==> src/rtl/cgra_ctrl_pkg.sv <==
// Shared types and constants for the CGRA execution controller.
package cgra_ctrl_pkg;

    typedef enum logic [1:0] {
        ST_IDLE  = 2'd0,
        ST_RUN   = 2'd1,
        ST_DRAIN = 2'd2,
        ST_DONE  = 2'd3
    } exec_state_e;

    localparam int DEF_SYS_DWIDTH   = 32;
    localparam int DEF_CNT_WIDTH    = 16;
    localparam int DEF_DRAIN_CYCLES = 2;

    localparam int DRAIN_MIN = 1;
    localparam int DRAIN_MAX = 15;
    localparam int DRAIN_W   = 4;

    // Drain counter preload; out-of-range settings are clamped so the
    // controller always leaves DRAIN.
    function automatic logic [DRAIN_W-1:0] drain_preload(input int cycles);
        int c;
        c = (cycles < DRAIN_MIN) ? DRAIN_MIN :
            (cycles > DRAIN_MAX) ? DRAIN_MAX : cycles;
        return DRAIN_W'(c - 1);
    endfunction

endpackage

==> src/rtl/cgra_step_counter.sv <==
// Loadable step up-counter; tc flags the final step of the loaded run length.
module cgra_step_counter #(
    parameter int CNT_WIDTH = 16
) (
    input  logic                 clk,
    input  logic                 rst_n,
    input  logic                 load,
    input  logic [CNT_WIDTH-1:0] len,
    input  logic                 en,
    output logic [CNT_WIDTH-1:0] cnt,
    output logic                 tc
);

    logic [CNT_WIDTH-1:0] last_q;

    // len is never 0 when loaded, so len-1 cannot wrap.
    always_ff @(posedge clk or negedge rst_n) begin
        if (!rst_n) begin
            cnt    <= '0;
            last_q <= '0;
        end else if (load) begin
            cnt    <= '0;
            last_q <= len - CNT_WIDTH'(1);
        end else if (en) begin
            cnt    <= cnt + CNT_WIDTH'(1);
        end
    end

    assign tc = (cnt == last_q);

endmodule

==> src/rtl/cgra_exec_ctrl.sv <==
// Execution controller for the 3x3 torus PE array: run / drain / capture sequencing.
// Optional busy-cycle counter enabled by defining CGRA_EXEC_PERF_CNT_EN.
module cgra_exec_ctrl
    import cgra_ctrl_pkg::*;
#(
    parameter int SYS_DWIDTH   = DEF_SYS_DWIDTH,
    parameter int CNT_WIDTH    = DEF_CNT_WIDTH,
    parameter int DRAIN_CYCLES = DEF_DRAIN_CYCLES
) (
    input  logic                  Clk,
    input  logic                  Resetn,
    input  logic                  Start,
    input  logic [CNT_WIDTH-1:0]  Sched_Len,
    input  logic                  Abort,
    input  logic                  Host_Wr,
    input  logic [SYS_DWIDTH-1:0] Host_Data0,
    input  logic [SYS_DWIDTH-1:0] Host_Data1,
    output logic [SYS_DWIDTH-1:0] Data0_Load,
    output logic [SYS_DWIDTH-1:0] Data1_Load,
    input  logic [SYS_DWIDTH-1:0] Data0_Store,
    input  logic [SYS_DWIDTH-1:0] Data1_Store,
    output logic                  PE_Array_Busy,
    output logic [CNT_WIDTH-1:0]  Step_Cnt,
    output logic [SYS_DWIDTH-1:0] Result0,
    output logic [SYS_DWIDTH-1:0] Result1,
    output logic                  Ctrl_Busy,
    output logic                  Done
`ifdef CGRA_EXEC_PERF_CNT_EN
    ,
    output logic [31:0]           Perf_Cnt,
    input  logic                  Perf_Clr
`endif
);

    localparam logic [DRAIN_W-1:0] DRAIN_LOAD = drain_preload(DRAIN_CYCLES);

    exec_state_e        state_q, state_d;
    logic [DRAIN_W-1:0] drain_q;
    logic               step_load, step_en, step_tc;

    cgra_step_counter #(
        .CNT_WIDTH (CNT_WIDTH)
    ) u_step (
        .clk   (Clk),
        .rst_n (Resetn),
        .load  (step_load),
        .len   (Sched_Len),
        .en    (step_en),
        .cnt   (Step_Cnt),
        .tc    (step_tc)
    );

    always_ff @(posedge Clk or negedge Resetn) begin
        if (!Resetn) state_q <= ST_IDLE;
        else         state_q <= state_d;
    end

    always_comb begin
        state_d   = state_q;
        step_load = 1'b0;
        step_en   = 1'b0;
        case (state_q)
            ST_IDLE: begin
                if (Start && !Abort) begin
                    if (Sched_Len == '0) begin
                        state_d = ST_DONE;
                    end else begin
                        state_d   = ST_RUN;
                        step_load = 1'b1;
                    end
                end
            end
            ST_RUN: begin
                // Last step holds its index through DRAIN.
                if (Abort)        state_d = ST_IDLE;
                else if (step_tc) state_d = ST_DRAIN;
                else              step_en = 1'b1;
            end
            ST_DRAIN: begin
                if (Abort)              state_d = ST_IDLE;
                else if (drain_q == '0) state_d = ST_DONE;
            end
            ST_DONE:  state_d = ST_IDLE;
            default:  state_d = ST_IDLE;
        endcase
    end

    always_ff @(posedge Clk or negedge Resetn) begin
        if (!Resetn) begin
            drain_q <= '0;
        end else if (state_q == ST_RUN && state_d == ST_DRAIN) begin
            drain_q <= DRAIN_LOAD;
        end else if (state_q == ST_DRAIN && drain_q != '0) begin
            drain_q <= drain_q - DRAIN_W'(1);
        end
    end

    // Status outputs are flops fed from the next state, not decodes of state_q.
    always_ff @(posedge Clk or negedge Resetn) begin
        if (!Resetn) begin
            PE_Array_Busy <= 1'b0;
            Ctrl_Busy     <= 1'b0;
            Done          <= 1'b0;
        end else begin
            PE_Array_Busy <= (state_d == ST_RUN);
            Ctrl_Busy     <= (state_d != ST_IDLE);
            Done          <= (state_d == ST_DONE);
        end
    end

    always_ff @(posedge Clk or negedge Resetn) begin
        if (!Resetn) begin
            Data0_Load <= '0;
            Data1_Load <= '0;
        end else if (Host_Wr) begin
            Data0_Load <= Host_Data0;
            Data1_Load <= Host_Data1;
        end
    end

    always_ff @(posedge Clk or negedge Resetn) begin
        if (!Resetn) begin
            Result0 <= '0;
            Result1 <= '0;
        end else if (state_q == ST_DONE) begin
            Result0 <= Data0_Store;
            Result1 <= Data1_Store;
        end
    end

`ifdef CGRA_EXEC_PERF_CNT_EN
    always_ff @(posedge Clk or negedge Resetn) begin
        if (!Resetn)                             Perf_Cnt <= '0;
        else if (Perf_Clr)                       Perf_Cnt <= '0;
        else if (PE_Array_Busy && Perf_Cnt != '1) Perf_Cnt <= Perf_Cnt + 32'd1;
    end
`endif

endmodule

==> config.mk <==
export PLATFORM = sky130hd
export DESIGN_NAME = cgra_exec_ctrl
export DESIGN_NICKNAME = d
export VERILOG_FILES = /design/src/rtl/cgra_ctrl_pkg.sv /design/src/rtl/cgra_step_counter.sv /design/src/rtl/cgra_exec_ctrl.sv
export SDC_FILE = /design/constraint.sdc
export NUM_CORES = 1
export LEC_CHECK = 0
export BUFFER_PORTS_ARGS = -buffer_cell sky130_fd_sc_hd__buf_2
export CORE_MARGIN = 4
export CORE_UTILIZATION = 30
export CTS_CLUSTER_DIAMETER = 60
export DETAILED_ROUTE_END_ITERATION = 8
export GPL_TIMING_DRIVEN = 1
export SYNTH_ARGS = -nofsm -noshare
export SYNTH_HDL_FRONTEND = slang
export SYNTH_SLANG_ARGS = --single-unit
==> constraint.sdc <==
create_clock -name Clk -period 1.9 [get_ports Clk]
set_input_delay 0 -clock Clk [delete_from_list [all_inputs] [get_ports Clk]]
set_output_delay 0 -clock Clk [all_outputs]
set_load 0.005 [all_outputs]
==> flow_metrics.env <==
export IMPL_status="complete, no violations"
export IMPL_ios=296
export IMPL_finalHoldWorstSlack_ns=0.0180
export IMPL_diodes=0
export IMPL_fin_crit_ns=1.84
export IMPL_post_place_ws_ns=-0.0591
export IMPL_die_w_microns=161
export IMPL_synth_warnings=0
export IMPL_route_detailed_drc=0
export IMPL_p_leak_nw=5.32
export IMPL_drt_initial_drc_count=309
export IMPL_syn_nets=682
export IMPL_num_rows=55
export IMPL_drv_slew=0
export IMPL_slew_headroom_pct=67.8
export IMPL_path_max_fanout=6
export IMPL_start_util_pct=30.8
export IMPL_slowest_delay_ns=0.44
export IMPL_hp_class="in2reg"
export IMPL_drive_gt1_share_pct=51.0
export IMPL_final_common_cell="buf_2"
export IMPL_r2r_start="state_q[1]$_DFF_PN0_"
export IMPL_grt_max_degree=65
export IMPL_clock_root_buffer="clkbuf_16"
export IMPL_fin_util_pct=49.7
export IMPL_hold_path_depth=4
export IMPL_grt_pass1_wl_microns=33300
export IMPL_netlist_area_sq_um=7070
export IMPL_r2r_end="u_step.cnt[13]$_DFFE_PN0P_"
export IMPL_antenna_found_initial=0
export IMPL_grt_pass1_vias=6284
export IMPL_min_to="u_step.last_q[5]$_DFFE_PN0P_"
export IMPL_post_route_period_util_pct=96.9
export IMPL_finClkSkew_ns=0.0123
export IMPL_route_vias_total=5936
export IMPL_cpLargestDelayFamily="simple AND/OR/NAND/NOR gates"
export IMPL_track_usage_pct=15.7
export IMPL_io_buffers=295
export IMPL_synth_seq_area_share_pct=59.8
export IMPL_worstMarginPinSlew_ns=0.480
export IMPL_clkSinkCount=169
export IMPL_antenna_left=0
export IMPL_power_density_nw_per_um2=966
export IMPL_die_area_sq_um=26100
export IMPL_dr_pass1_iters=4
export IMPL_yosysUniqueCellTypes=43
export IMPL_postSynthCellCount=529
export IMPL_setup_ws_ns=0.0586
export IMPL_required_ns=2.25
export IMPL_slowest_stage="or3b_1"
export IMPL_reg2reg_depth=4
export IMPL_min_delay_start="Sched_Len[1]"
export IMPL_maxCapViolations=0
export IMPL_rrSetupSlack_ns=0.06
export IMPL_cp_end_kind="flip-flop"
export IMPL_path_cells="or3b_1 -> or3_4 -> or4_4 -> a21oi_2"
export IMPL_cp_start_kind="flip-flop"
export IMPL_crit_buf_inv=0
export IMPL_grt_overflow=0
export IMPL_place_congestion=0.776
export IMPL_h_tree_depth=4
export IMPL_synth_seq_cells=169
export IMPL_final_cell_mix="294 x buf_2, 169 x dfrtp_1, 146 x dlygate4sd3_1"
export IMPL_cts_buffers=17
export IMPL_critPathArrivalTime_ns=2.19
export IMPL_coreArea_sq_um=22900
export IMPL_irDropWorstVdd_v=0.000481
export IMPL_syn_avg_cell_area_sq_um=13.4
export IMPL_nNetsFinal=1162
export IMPL_finalHoldViolCount=0
export IMPL_final_fill_count=2036
export IMPL_avgViaCountPerCell=4.45
export IMPL_place_hpwl_microns=13700
export IMPL_die_h_microns=161
export IMPL_wl_per_cell_microns=15.7
export IMPL_cts_tree="yes"
export IMPL_clockBufferDepth=2
export IMPL_clk_latency_ns=0.41
export IMPL_setup_tns_ns=0
export IMPL_clk_pin_slew_ns=0.07
export IMPL_fmax_mhz=543
export IMPL_wl_microns=20900
export IMPL_area_delta_synth_final_pct=61.1
export IMPL_critPathKind="reg2reg"
export IMPL_setup_viol=0
## area by class of cell
type	count	area, sq um	area share [%]
Timing Repair Buffer	486	3350	29.4
Clock buffer	19	443	3.89
Clock inverter	12	131	1.15
Inverter	9	33.8	0.297
Sequential cell	169	4230	37.2
Tap cell	313	392	3.44
Multi-Input combinational cell	326	2800	24.6
## Yosys cell counts, drive strengths merged
cell	number	share of area, %
a21oi	12	0.85
and3	3	0.27
a41oi	1	0.12
nor4	9	0.89
a2bb2oi	1	0.12
a31o	1	0.12
xnor2	8	0.99
o211ai	4	0.42
nand3	8	0.57
a31oi	1	0.089
or4	5	0.53
inv	9	0.48
o21a	1	0.11
or3	5	0.51
nand3b	1	0.11
nand4bb	1	0.16
nand4b	2	0.25
nand2	36	1.9
a211oi	2	0.21
mux2i	3	0.42
or2	1	0.089
nor3	11	0.78
nor3b	3	0.32
o31ai	7	0.74
o21ai	22	1.6
a311oi	2	0.25
ha	4	0.71
xor2	23	2.9
nor4b	2	0.25
or3b	1	0.12
dfrtp	169	60
nand2b	1	0.089
buf	6	0.67
and4	2	0.25
nor2	11	0.58
mux2	128	20
nand4	4	0.35
clkbuf	19	1.0
## report_power, final
part	total [W]	switching [W]	leakage, nW	internal (W)
logic	0.00271	0.00112	3.02	0.00159
clock network	0.00340	0.00152	0.276	0.00188
registers	0.00488	0.000446	2.02	0.00444
total	0.0110	0.00309	5.32	0.00791
## routing by layer
layer	vias to the layer above	track usage, %	routed length [microns]	part of all wire [%]
met1	2860	19.0	8600	41
met5	-	0	0	0
met4	0	4.77	319	1.5
met2	211	28.2	10800	52
li1	2844	-	-	-
met3	21	3.37	1170	5.6
## stage by stage
stage / instance area (sq um) / total power (W) / instances
finish: 11400 / 0.0110 / 1334
global route: 11400 / 0.0116 / 1334
CTS: 11300 / 0.0111 / 1333
detailed placement: 9220 / 0.00739 / 1155
global placement: 9220 / 0.00732 / 1155
floorplan: 7070 / 0.00600 / 529
## worst register-to-register path: stages, from the launching register on
cell and delay, ns:
dfrtp_1 0.38, or3b_1 0.44, or3_4 0.39, or4_4 0.43, a21oi_2 0.14
## registers in the layout (all words and copies together) (netlist names)
signal,count
Data0_Load,32
Ctrl_Busy,1
u_step.last_q,16
u_step.cnt,16
drain_q,4
Data1_Load,32
Done,1
Result1,32
Result0,32
PE_Array_Busy,1
state_q,2
## worst max-delay path by stage
stage,start,end,slack (ns),cells after the start
3_5_place_dp,u_step.cnt[0]$_DFFE_PN0P_,u_step.cnt[15]$_DFFE_PN0P_,-0.06,6
4_1_cts,u_step.cnt[7]$_DFFE_PN0P_,u_step.cnt[5]$_DFFE_PN0P_,0.005,7
3_3_place_gp,u_step.last_q[7]$_DFFE_PN0P_,u_step.cnt[13]$_DFFE_PN0P_,-0.04,7
6_report,state_q[1]$_DFF_PN0_,u_step.cnt[13]$_DFFE_PN0P_,0.06,4
5_1_grt,u_step.cnt[4]$_DFFE_PN0P_,u_step.cnt[14]$_DFFE_PN0P_,-0.004,7
2_1_floorplan,u_step.cnt[2]$_DFFE_PN0P_,u_step.cnt[10]$_DFFE_PN0P_,0.005,9
## cells by family after synthesis
kind of cell	Yosys count	synth area share, %
xor+xnor	31	3.84
simple gates	106	8.02
fa+ha+maj	4	0.708
compound gates	54	4.60
flops	169	59.8
mux	131	20.8
buf+inv	34	2.16
## timing repair
item                                    CTS  global route
buffers inserted                          1             3
endpoints found under the setup margin    6            17
resized for setup                         4            15
pin swaps                                 6             9
endpoints found under the hold margin   296             0
hold buffers                            146             0
(Power assumes the default switching activity.)
